<file path="src/rtl/xor_apuf_pkg.sv">
// Shared types and helpers for the XOR-APUF evaluation sequencer.
package xor_apuf_pkg;

  localparam int WORD_W = 64;

  typedef enum logic [2:0] {
    ST_IDLE,
    ST_ARM,
    ST_FIRE,
    ST_WAIT,
    ST_REL,
    ST_DONE
  } state_t;

  function automatic int nwords(input int n);
    return n / WORD_W;
  endfunction

endpackage

</file>
<file path="src/rtl/xor_apuf_eval_seq_if.sv">
// Controller-side and PUF-side signals of the evaluation sequencer.
interface xor_apuf_eval_seq_if #(
  parameter int N = 64,
  parameter int K = 8
);
  logic         chal_en;
  logic         wr_en;
  logic [7:0]   word_id;
  logic [63:0]  data_in;
  logic         start;
  logic [N-1:0] challenge;
  logic         tig_signal;
  logic         puf_resp_ready;
  logic         puf_resp_bit;
  logic [K-1:0] puf_resp_bit_a;
  logic         busy;
  logic         resp_valid;
  logic         resp_bit;
  logic [K-1:0] resp_bits_a;
  logic [7:0]   ones_cnt;
  logic         timeout_err;

  modport master (
    output chal_en, wr_en, word_id, data_in, start,
           puf_resp_ready, puf_resp_bit, puf_resp_bit_a,
    input  challenge, tig_signal, busy, resp_valid, resp_bit,
           resp_bits_a, ones_cnt, timeout_err
  );

  modport slave (
    input  chal_en, wr_en, word_id, data_in, start,
           puf_resp_ready, puf_resp_bit, puf_resp_bit_a,
    output challenge, tig_signal, busy, resp_valid, resp_bit,
           resp_bits_a, ones_cnt, timeout_err
  );
endinterface

</file>
<file path="src/rtl/puf_vote_acc.sv">
// One-counters for the XOR response (index 0) and each chain, with majority vote.
module puf_vote_acc #(
  parameter int K    = 8,
  parameter int REPS = 11
) (
  input  logic       clk,
  input  logic       rst,
  input  logic       i_clr,
  input  logic       i_inc,
  input  logic [K:0] i_bits,
  output logic [7:0] o_ones_cnt,
  output logic [K:0] o_maj
);
  localparam logic [7:0] HALF = 8'(REPS / 2);

  logic [7:0] w_cnt0;

  generate
    for (genvar gi = 0; gi <= K; gi++) begin : g_cnt
      logic [7:0] r_cnt;
      always_ff @(posedge clk) begin
        if (rst || i_clr) begin
          r_cnt <= '0;
        end else if (i_inc && i_bits[gi]) begin
          r_cnt <= r_cnt + 8'd1;
        end
      end
      assign o_maj[gi] = (r_cnt > HALF);
      if (gi == 0) begin : g_xor
        assign w_cnt0 = r_cnt;
      end
    end
  endgenerate

  assign o_ones_cnt = w_cnt0;
endmodule

</file>
<file path="src/rtl/xor_apuf_eval_seq.sv">
// Challenge loader and repeated-evaluation sequencer for an N-bit, K-chain XOR-APUF.
module xor_apuf_eval_seq
  import xor_apuf_pkg::*;
#(
  parameter int N       = 64,
  parameter int K       = 8,
  parameter int REPS    = 11,
  parameter int SETTLE  = 4,
  parameter int TIMEOUT = 1024
) (
  input logic                clk,
  input logic                rst,
  xor_apuf_eval_seq_if.slave bus
);
  localparam int NW      = nwords(N);
  localparam int CNT_MAX = (TIMEOUT > SETTLE) ? TIMEOUT : SETTLE;
  localparam int CW      = $clog2(CNT_MAX) + 1;

  state_t        r_state, w_state_next;
  logic [CW-1:0] r_cnt, w_cnt_next;
  logic [7:0]    r_rep, w_rep_next;
  logic          r_wr_d, r_start_d;
  logic          r_tig, r_busy, r_resp_valid, r_resp_bit, r_timeout_err;
  logic [K-1:0]  r_resp_bits_a;
  logic [7:0]    r_ones_cnt;
  logic          w_wr_edge, w_start_edge, w_idle_like, w_start_acc;
  logic          w_capture, w_timeout_hit, w_acc_clr;
  logic [K:0]    w_maj;
  logic [7:0]    w_acc_ones;

  assign w_wr_edge    = bus.wr_en & ~r_wr_d;
  assign w_start_edge = bus.start & ~r_start_d;
  assign w_idle_like  = (r_state == ST_IDLE) || (r_state == ST_DONE);
  assign w_start_acc  = bus.chal_en & w_start_edge & w_idle_like;
  assign w_acc_clr    = w_start_acc | ~bus.chal_en;

  always_comb begin
    w_state_next  = r_state;
    w_cnt_next    = '0;
    w_rep_next    = r_rep;
    w_capture     = 1'b0;
    w_timeout_hit = 1'b0;
    if (!bus.chal_en) begin
      w_state_next = ST_IDLE;
      w_rep_next   = '0;
    end else begin
      unique case (r_state)
        ST_IDLE, ST_DONE: begin
          if (w_start_edge) begin
            w_state_next = ST_ARM;
            w_rep_next   = '0;
          end
        end
        ST_ARM: begin
          if (r_cnt == CW'(SETTLE - 1)) w_state_next = ST_FIRE;
          else                          w_cnt_next   = r_cnt + 1'b1;
        end
        ST_FIRE: w_state_next = ST_WAIT;
        ST_WAIT: begin
          if (bus.puf_resp_ready) begin
            w_capture    = 1'b1;
            w_state_next = ST_REL;
          end else if (r_cnt == CW'(TIMEOUT - 1)) begin
            w_timeout_hit = 1'b1;
            w_state_next  = ST_IDLE;
          end else begin
            w_cnt_next = r_cnt + 1'b1;
          end
        end
        ST_REL: begin
          if (!bus.puf_resp_ready) begin
            if (({1'b0, r_rep} + 9'd1) < 9'(REPS)) begin
              w_rep_next   = r_rep + 8'd1;
              w_state_next = ST_ARM;
            end else begin
              w_state_next = ST_DONE;
            end
          end
        end
        default: w_state_next = ST_IDLE;
      endcase
    end
  end

  always_ff @(posedge clk) begin
    if (rst) begin
      r_state   <= ST_IDLE;
      r_cnt     <= '0;
      r_rep     <= '0;
      r_wr_d    <= 1'b0;
      r_start_d <= 1'b0;
    end else begin
      r_state   <= w_state_next;
      r_cnt     <= w_cnt_next;
      r_rep     <= w_rep_next;
      r_wr_d    <= bus.wr_en;
      r_start_d <= bus.start;
    end
  end

  // Word registers only accept writes between evaluations.
  generate
    for (genvar gi = 0; gi < NW; gi++) begin : g_word
      logic [WORD_W-1:0] r_word;
      always_ff @(posedge clk) begin
        if (rst || !bus.chal_en) begin
          r_word <= '0;
        end else if (w_wr_edge && w_idle_like && (bus.word_id == 8'(gi))) begin
          r_word <= bus.data_in;
        end
      end
      assign bus.challenge[gi*WORD_W +: WORD_W] = r_word;
    end
  endgenerate

  always_ff @(posedge clk) begin
    if (rst) begin
      r_tig         <= 1'b0;
      r_busy        <= 1'b0;
      r_resp_valid  <= 1'b0;
      r_resp_bit    <= 1'b0;
      r_resp_bits_a <= '0;
      r_ones_cnt    <= '0;
      r_timeout_err <= 1'b0;
    end else if (!bus.chal_en) begin
      r_tig         <= 1'b0;
      r_busy        <= 1'b0;
      r_resp_valid  <= 1'b0;
      r_resp_bit    <= 1'b0;
      r_resp_bits_a <= '0;
      r_ones_cnt    <= '0;
    end else begin
      r_tig <= (w_state_next == ST_FIRE) || (w_state_next == ST_WAIT);
      if (w_start_acc) begin
        r_busy        <= 1'b1;
        r_resp_valid  <= 1'b0;
        r_timeout_err <= 1'b0;
        r_resp_bit    <= 1'b0;
        r_resp_bits_a <= '0;
        r_ones_cnt    <= '0;
      end else if (r_state == ST_DONE) begin
        r_busy        <= 1'b0;
        r_resp_valid  <= 1'b1;
        r_resp_bit    <= w_maj[0];
        r_resp_bits_a <= w_maj[K:1];
        r_ones_cnt    <= w_acc_ones;
      end else if (w_timeout_hit) begin
        r_busy        <= 1'b0;
        r_timeout_err <= 1'b1;
      end
    end
  end

  puf_vote_acc #(.K(K), .REPS(REPS)) u_acc (
    .clk        (clk),
    .rst        (rst),
    .i_clr      (w_acc_clr),
    .i_inc      (w_capture),
    .i_bits     ({bus.puf_resp_bit_a, bus.puf_resp_bit}),
    .o_ones_cnt (w_acc_ones),
    .o_maj      (w_maj)
  );

  assign bus.tig_signal  = r_tig;
  assign bus.busy        = r_busy;
  assign bus.resp_valid  = r_resp_valid;
  assign bus.resp_bit    = r_resp_bit;
  assign bus.resp_bits_a = r_resp_bits_a;
  assign bus.ones_cnt    = r_ones_cnt;
  assign bus.timeout_err = r_timeout_err;
endmodule

</file>
<file path="src/flat_wrapper.sv">
// flat-port wrapper written by rule: the top's interface ports become plain ports
module xor_apuf_eval_seq_flat import xor_apuf_pkg::*;
#(
  parameter int N       = 64,
  parameter int K       = 8,
  parameter int REPS    = 11,
  parameter int SETTLE  = 4,
  parameter int TIMEOUT = 1024
)
  (clk, rst, bus_chal_en, bus_wr_en, bus_word_id, bus_data_in, bus_start, bus_puf_resp_ready, bus_puf_resp_bit, bus_puf_resp_bit_a, bus_challenge, bus_tig_signal, bus_busy, bus_resp_valid, bus_resp_bit, bus_resp_bits_a, bus_ones_cnt, bus_timeout_err);
  xor_apuf_eval_seq_if #(.N(N), .K(K)) bus_i ();
  input logic clk;
  input logic rst;
  input wire logic [$bits(bus_i.chal_en)-1:0] bus_chal_en;
  input wire logic [$bits(bus_i.wr_en)-1:0] bus_wr_en;
  input wire logic [$bits(bus_i.word_id)-1:0] bus_word_id;
  input wire logic [$bits(bus_i.data_in)-1:0] bus_data_in;
  input wire logic [$bits(bus_i.start)-1:0] bus_start;
  input wire logic [$bits(bus_i.puf_resp_ready)-1:0] bus_puf_resp_ready;
  input wire logic [$bits(bus_i.puf_resp_bit)-1:0] bus_puf_resp_bit;
  input wire logic [$bits(bus_i.puf_resp_bit_a)-1:0] bus_puf_resp_bit_a;
  output wire logic [$bits(bus_i.challenge)-1:0] bus_challenge;
  output wire logic [$bits(bus_i.tig_signal)-1:0] bus_tig_signal;
  output wire logic [$bits(bus_i.busy)-1:0] bus_busy;
  output wire logic [$bits(bus_i.resp_valid)-1:0] bus_resp_valid;
  output wire logic [$bits(bus_i.resp_bit)-1:0] bus_resp_bit;
  output wire logic [$bits(bus_i.resp_bits_a)-1:0] bus_resp_bits_a;
  output wire logic [$bits(bus_i.ones_cnt)-1:0] bus_ones_cnt;
  output wire logic [$bits(bus_i.timeout_err)-1:0] bus_timeout_err;
  assign bus_i.chal_en = bus_chal_en;
  assign bus_i.wr_en = bus_wr_en;
  assign bus_i.word_id = bus_word_id;
  assign bus_i.data_in = bus_data_in;
  assign bus_i.start = bus_start;
  assign bus_i.puf_resp_ready = bus_puf_resp_ready;
  assign bus_i.puf_resp_bit = bus_puf_resp_bit;
  assign bus_i.puf_resp_bit_a = bus_puf_resp_bit_a;
  assign bus_challenge = bus_i.challenge;
  assign bus_tig_signal = bus_i.tig_signal;
  assign bus_busy = bus_i.busy;
  assign bus_resp_valid = bus_i.resp_valid;
  assign bus_resp_bit = bus_i.resp_bit;
  assign bus_resp_bits_a = bus_i.resp_bits_a;
  assign bus_ones_cnt = bus_i.ones_cnt;
  assign bus_timeout_err = bus_i.timeout_err;
  xor_apuf_eval_seq #(.N(N), .K(K), .REPS(REPS), .SETTLE(SETTLE), .TIMEOUT(TIMEOUT)) u_core (.clk(clk), .rst(rst), .bus(bus_i));
endmodule
</file>
<file path="config.mk">
export PLATFORM = sky130hd
export DESIGN_NAME = xor_apuf_eval_seq_flat
export DESIGN_NICKNAME = d
export VERILOG_FILES = /design/src/rtl/xor_apuf_pkg.sv /design/src/rtl/xor_apuf_eval_seq_if.sv /design/src/rtl/puf_vote_acc.sv /design/src/rtl/xor_apuf_eval_seq.sv /design/src/flat_wrapper.sv
export SDC_FILE = /design/constraint.sdc
export NUM_CORES = 1
export LEC_CHECK = 0
export CAP_MARGIN = 15
export CORE_MARGIN = 1
export CORE_UTILIZATION = 50
export CTS_BUF_LIST = sky130_fd_sc_hd__clkbuf_8 sky130_fd_sc_hd__clkbuf_16
export CTS_CLUSTER_DIAMETER = 60
export DETAILED_ROUTE_END_ITERATION = 16
export PLACE_DENSITY = 0.76
export SETUP_SLACK_MARGIN = 0.15
export SLEW_MARGIN = 20
export SYNTH_ARGS = -nofsm -noshare
export SYNTH_HDL_FRONTEND = slang
export SYNTH_HIERARCHICAL = 1
export SYNTH_SLANG_ARGS = --single-unit
</file>
<file path="constraint.sdc">
create_clock -name clk -period 6.3 [get_ports clk]
set_clock_uncertainty 0.1 [all_clocks]
set_input_delay 0.945 -clock clk [delete_from_list [all_inputs] [get_ports clk]]
set_output_delay 0.945 -clock clk [all_outputs]
set_load 0.05 [all_outputs]
</file>
Word level (Yosys, flattened, before mapping)
Cells that the tools add are included.
{ "op_classes": {"addsub": 12, "n_lt_le_gt_ge": 10, "eq_ne": 13, "mux": 29, "bitwise": 8, "n_reduce_logical": 26} }
{ "op_table": {"columns": ["op", "n"], "rows": [
  ["$add A8 B1 Y8 const B", 10],
  ["$gt A8 B3 Y1 const B", 9],
  ["$mux W11", 3],
  ["$mux W8", 3],
  ["$pmux W11 S2", 1],
  ["$mux W3", 7],
  ["$pmux W8 S2", 1],
  ["$pmux W3 S5", 1],
  ["$mux W1", 13],
  ["$eq A3 B2 Y1 const B", 4],
  ["$add A11 B1 Y11 const B", 1],
  ["$eq A11 B10 Y1 const B", 1],
  ["$eq A11 B2 Y1 const B", 1],
  ["$logic_and A1 B1 Y1", 11],
  ["$add A8 B1 Y9 const B", 1],
  ["$lt A9 B4 Y1 const B", 1],
  ["$logic_not A8 Y1", 1],
  ["$eq A3 B3 Y1 const B", 2],
  ["$ne A2 B1 Y1 const B", 3],
  ["$and A1 B1 Y1", 4],
  ["$logic_or A1 B1 Y1", 4],
  ["$reduce_and A4 Y1", 1],
  ["$reduce_bool A2 Y1", 2],
  ["$reduce_or A2 Y1", 2],
  ["other kinds (9)", 11]
]} }
{ "totals": {"register_bits": 181, "inputBits": 87, "output_inout_bits": 85, "elab_cells": 120} }

Depth between registers and ports, before layout
{ "depth": {"depth_word": 8, "depth_mapped": 9, "depth_no_buf": 6} }

By module
The synthesis kept the hierarchy.
{ "modules_own_cells": {"columns": ["module", "instances", "cells_each", "area_per_inst_um2", "seq_area_each_um2"], "rows": [
  ["xor_apuf_eval_seq", 1, 513, 4141.5, 2182.1],
  ["puf_vote_acc", 1, 420, 3558.4, 1441.4]
]} }

Worst setup path after synthesis
Ideal clock, no wire load.
{ "synth_timing": {"path_kind": "input-to-reg", "start": "in bus_chal_en", "end": "reg u_core.u_acc.g_cnt[0].r_cnt[7] (netlist: u_core/u_acc/o_ones_cnt[7])", "setup_time_ns": 0.070, "arrival_ns": 2.022, "required_time_ns": 6.130, "setup_slack_ns": 4.108, "cell_stages": 5, "n_path_buf": 1, "path_cell_list": "and4_1 -> buf_6 -> nand2_1 -> or4_1 -> a21oi_1"} }
{ "synth_between": {"elab_chain_cells": 4, "word_cells_on_any_way": 7, "classes_between": "mux: 1; bitwise: 4; reduce/logical: 2"} }
{ "synth_rtl": {"columns": ["item", "line", "rtl"], "rows": [
  ["from (decl)", "flat_wrapper.sv:14", "input wire logic [$bits(bus_i.chal_en)-1:0] bus_chal_en;"],
  ["$and A1 B1 Y1 (2 in series)", "xor_apuf_eval_seq.sv:34", "assign w_start_acc = bus.chal_en & w_start_edge & w_idle_like;"],
  ["$or A1 B1 Y1", "xor_apuf_eval_seq.sv:35", "assign w_acc_clr = w_start_acc | ~bus.chal_en;"],
  ["$logic_or A1 B1 Y1", "puf_vote_acc.sv:22", "if (rst || i_clr) begin"],
  ["to (signal assigned)", "puf_vote_acc.sv:25", "r_cnt <= r_cnt + 8'd1;"],
  ["to (decl)", "puf_vote_acc.sv:20", "logic [7:0] r_cnt;"]
]} }
Several ways; a longest one is shown, not always the timed one.
A chain may end at the register's enable or synchronous reset.

Worst setup path after layout
{ "layout_timing": {"start": "in bus_chal_en", "end": "reg u_core.u_acc.g_cnt[5].r_cnt[7]"} }
{ "layout_between": {"word_cells_on_any_way": 7, "classes_between": "mux: 1; bitwise: 4; reduce/logical: 2"} }
{ "layout_lines": {"columns": ["item", "line", "rtl"], "rows": [
  ["$mux W1", "xor_apuf_eval_seq.sv:43", "if (!bus.chal_en) begin"],
  ["via u_core.w_capture", "xor_apuf_eval_seq.sv:27", "logic w_capture, w_timeout_hit, w_acc_clr;"],
  ["$logic_and A1 B1 Y1", "puf_vote_acc.sv:24", "end else if (i_inc && i_bits[gi]) begin"],
  ["to (signal assigned)", "puf_vote_acc.sv:25", null],
  ["to (decl)", "puf_vote_acc.sv:20", null]
]} }
The timed path passes the listed nets, and every way through them passes these cells.

==> impl_metrics.csv <==
group,metric,value,unit
outcome,outcome,"finished, final reports clean",
timing,timing.final.max_slew_violations,0,
yosys,synth_most_common_cell,"sky130_fd_sc_hd__nand2_1",
placed_design,hpwl,12.46,mm
power,irDropWorstVdd,201.2,uV
layout,multiInputGateArea,0.003736,mm2
yosys,synth_cell_types,54,
timing,postLayoutSetupSlackWorst,2.909,ns
yosys,synth_seq_cells,181,
yosys,synth-seq-area-share,47.06,%
clocking,ctsRootBufferMaster,"sky130_fd_sc_hd__clkbuf_16",
critical_path,critical_path.startpoint_type,"primary input",
yosys,mappedNetlistNets,1049,
critical_path,crit_fanout,25,
layout,finalNetCount,1203,
global_route,grt_max_degree,73,
clocking,maximum_root_to_sink_buffer_count,2,
clocking,clk-insertion-delay-late,0.43,ns
routing,antenna_violating_nets_post_route,0,
floorplan,dieWidth,126.1,um
min_path,worst_hold_path_type,"reg -> reg",
floorplan,floorplan.initialDensity,52.19,%
clocking,h-tree-depth,4,
layout,post_route_cells_drive_above_1_share,4.098,%
timing,rsz_0062_raised_after_global_routing,"false",
global_route,globalRoute.totalOverflow,0,
power,cellPowerDensity,233.8,mW/mm2
global_route,initial_antenna_violation_count,0,
routing,vias,6811,
placed_design,gp_routability_congestion,0.7978,
timing,hold_violations,0,
floorplan,floorplan.die.height,126.1,um
yosys,postSynth.asyncResetShare,0,%
power,leakage,3.197,nW
routing,detail_route.wl_per_cell,14.34,um
timing,layout_min_cycle_time,3.391,ns
clocking,cts_made_buffers,17,
critical_path,timing_worst_setup_path_type,"in -> reg",
flow_run,cap_violations,0,
global_route,total_routing_usage_reported_by_global_routing,23.78,%
layout,layout.cells.non_filler,1282,
layout,syn2layout_area_growth,31.34,%
global_route,vias_in_the_first_global_route,6337,
timing,layout_worst_path_cycle_share,53.82,%
critical_path,critPathCaptureType,"flop",
layout,diodes,0,
min_path,timing.hold.worst_path_depth,2,
timing,setup_viol_count_final,0,
yosys,synth_enable_flop_cells,0,
floorplan,pin_count,172,
timing,slew_headroom,32.00,%
clocking,cts_sinks,181,
yosys,syn-cell-area,0.007700,mm2
yosys,yosysWarningCount,6,
yosys,yosys_most_used_dff,"sky130_fd_sc_hd__dfxtp_1",
floorplan,num_rows,44,
routing,drt_pre_antenna_iters,5,
yosys,post_synthesis_instance_total,933,
clocking,cts_setup_buffers,0,
yosys,synth_largest_area_cell,"sky130_fd_sc_hd__dfxtp_1",
clocking,hold_buffers,0,
routing,routed_wirelength,18.38,mm
critical_path,r2r_cells,6,
critical_path,crit_arrival,3.65,ns
routing,detail_route.iter0.violations,346,
yosys,synthTopCellsByCount,"sky130_fd_sc_hd__nand2_1 (204), sky130_fd_sc_hd__dfxtp_1 (181), sky130_fd_sc_hd__a21oi_1 (140), sky130_fd_sc_hd__o21ai_0 (40), sky130_fd_sc_hd__inv_1 (39)",
timing,totalNegativeSetupSlack,0,ns
global_route,wire_length_of_the_first_global_routing_pass,30.36,mm
yosys,synth_top_cell_area_share,47.06,%
timing,worst_slew_pin_slew,1.020,ns
timing,fmax,294.9,MHz
layout,register_area,0.003623,mm2
routing,vias_per_cell,5.313,
placed_design,buffer_ports.inserted,171,
clocking,gates_resized_cts_repair,0,
routing,detail_route.drc_violations,0,
yosys,post_synth_main_area_contributors,"sky130_fd_sc_hd__dfxtp_1 (47%), sky130_fd_sc_hd__nand2_1 (9.9%), sky130_fd_sc_hd__a21oi_1 (9.1%)",
floorplan,floorplan.die_area,0.01590,mm2
yosys,synth.avg_cell_area,8.253,um2
placed_design,placedCellCount,1252,
critical_path,critPathRequiredTime,6.56,ns
floorplan,coreArea,0.01475,mm2
layout,filler_cell_count,1241,
clocking,clk_pin_slew,0.06,ns
placed_design,pre_cts_ws,2.469,ns
clocking,tritoncts,"done",
[routing by layer]
metal  global-route usage (%)  up-vias  wire [um]
li1                         -     3516          -
met1                    29.02     3132       8125
met3                    3.738       30        694
met4                    10.99        0        469
met2                    41.14      133       9088
met5                        0        -          0
[path summary, 6_finish.rpt]
| path | to | slack [ns] | start |
|---|---|---|---|
| hold / removal | u_core/bus.challenge[45]$_SDFFE_PP0P_ | 0.35 | u_core/bus.challenge[45]$_SDFFE_PP0P_ |
| setup reg to reg | u_core/u_acc/g_cnt[5].r_cnt[7]$_SDFFE_PP0P_ | 3.05 | u_core/r_state[0]$_SDFF_PP0_ |
| hold reg to reg | u_core/bus.challenge[45]$_SDFFE_PP0P_ | 0.35 | u_core/bus.challenge[45]$_SDFFE_PP0P_ |
| setup / recovery | u_core/u_acc/g_cnt[5].r_cnt[7]$_SDFFE_PP0P_ | 2.91 | bus_chal_en |
[power by group]
part           switching [mW]  internal [mW]
sequential            0.00129           1.15
clock                   0.422          0.704
combinational          0.0378         0.0535
total                   0.461           1.90
[critical path, stage by stage]
cell and delay, ns:
sky130_fd_sc_hd__clkdlybuf4s50_1 0.59, sky130_fd_sc_hd__and4_1 0.91, sky130_fd_sc_hd__buf_4 0.33, sky130_fd_sc_hd__nand4_1 0.21, sky130_fd_sc_hd__or4_1 0.51, sky130_fd_sc_hd__a21oi_1 0.14
[area by class of cell]
| cell class | count | share of cell area, % |
|---|---|---|
| clock buffer | 18 | 4.342 |
| tap | 184 | 2.276 |
| multi-input combinational | 672 | 36.94 |
| inverter | 39 | 1.447 |
| sequential | 181 | 35.83 |
| clock inverter | 12 | 1.868 |
| timing repair buffer | 176 | 17.30 |
[state kept, by name, indices dropped and copies added (netlist names), 3 cells and up]
signal,flops
u_core/bus.challenge,64
u_core/bus.ones_cnt,8
u_core/bus.resp_bits_a,8
u_core/r_cnt,11
u_core/r_rep,8
u_core/r_state,3
u_core/u_acc/g_cnt.r_cnt,64
u_core/u_acc/o_ones_cnt,8
[through the flow]
stage	utilization [%]	hold WS (ns)	power [mW]	instance area (um2)
after CTS	68.55	0.3512	2.390	10110
after global placement	64.29	0.3375	1.264	9485
after floorplan	-	0.3299	1.198	7700
after detailed placement	64.29	0.3425	1.263	9485
after global routing	68.55	0.3626	2.443	10110
final	68.55	0.3486	2.365	10110
[placed cells by master (no fill, tap or decap), types with 7 or more instances in the layout]
| cell | count |
|---|---|
| sky130_fd_sc_hd__xnor2_1 | 23 |
| sky130_fd_sc_hd__nor2_1 | 38 |
| sky130_fd_sc_hd__nand2_1 | 204 |
| sky130_fd_sc_hd__or4_1 | 11 |
| sky130_fd_sc_hd__inv_1 | 42 |
| sky130_fd_sc_hd__nand2b_1 | 7 |
| sky130_fd_sc_hd__or3_1 | 36 |
| sky130_fd_sc_hd__nor4_1 | 15 |
| sky130_fd_sc_hd__dfxtp_1 | 181 |
| sky130_fd_sc_hd__nor2b_1 | 12 |
| sky130_fd_sc_hd__nand4_1 | 17 |
| sky130_fd_sc_hd__ha_1 | 29 |
| sky130_fd_sc_hd__a21oi_1 | 140 |
| sky130_fd_sc_hd__o31ai_1 | 10 |
| sky130_fd_sc_hd__nand3_1 | 33 |
| sky130_fd_sc_hd__clkdlybuf4s50_1 | 171 |
| sky130_fd_sc_hd__clkbuf_16 | 17 |
| sky130_fd_sc_hd__o21ai_0 | 40 |
| sky130_fd_sc_hd__o311ai_0 | 8 |
[logic make-up (layout without fill, tap and decap cells)]
kind of cell	after synthesis	in the layout	share of synthesized area (%)
and+or+nand+nor	402	402	25.41
AOI/OAI and AO/OA	212	212	15.00
DFF	181	181	47.06
buffers and inverters	80	245	4.469
xor gates and xnor gates	27	27	3.071
muxes	2	2	0.2762
adders and majority gates	29	29	4.712
No activity file was read; power rests on OpenSTA's default activity.
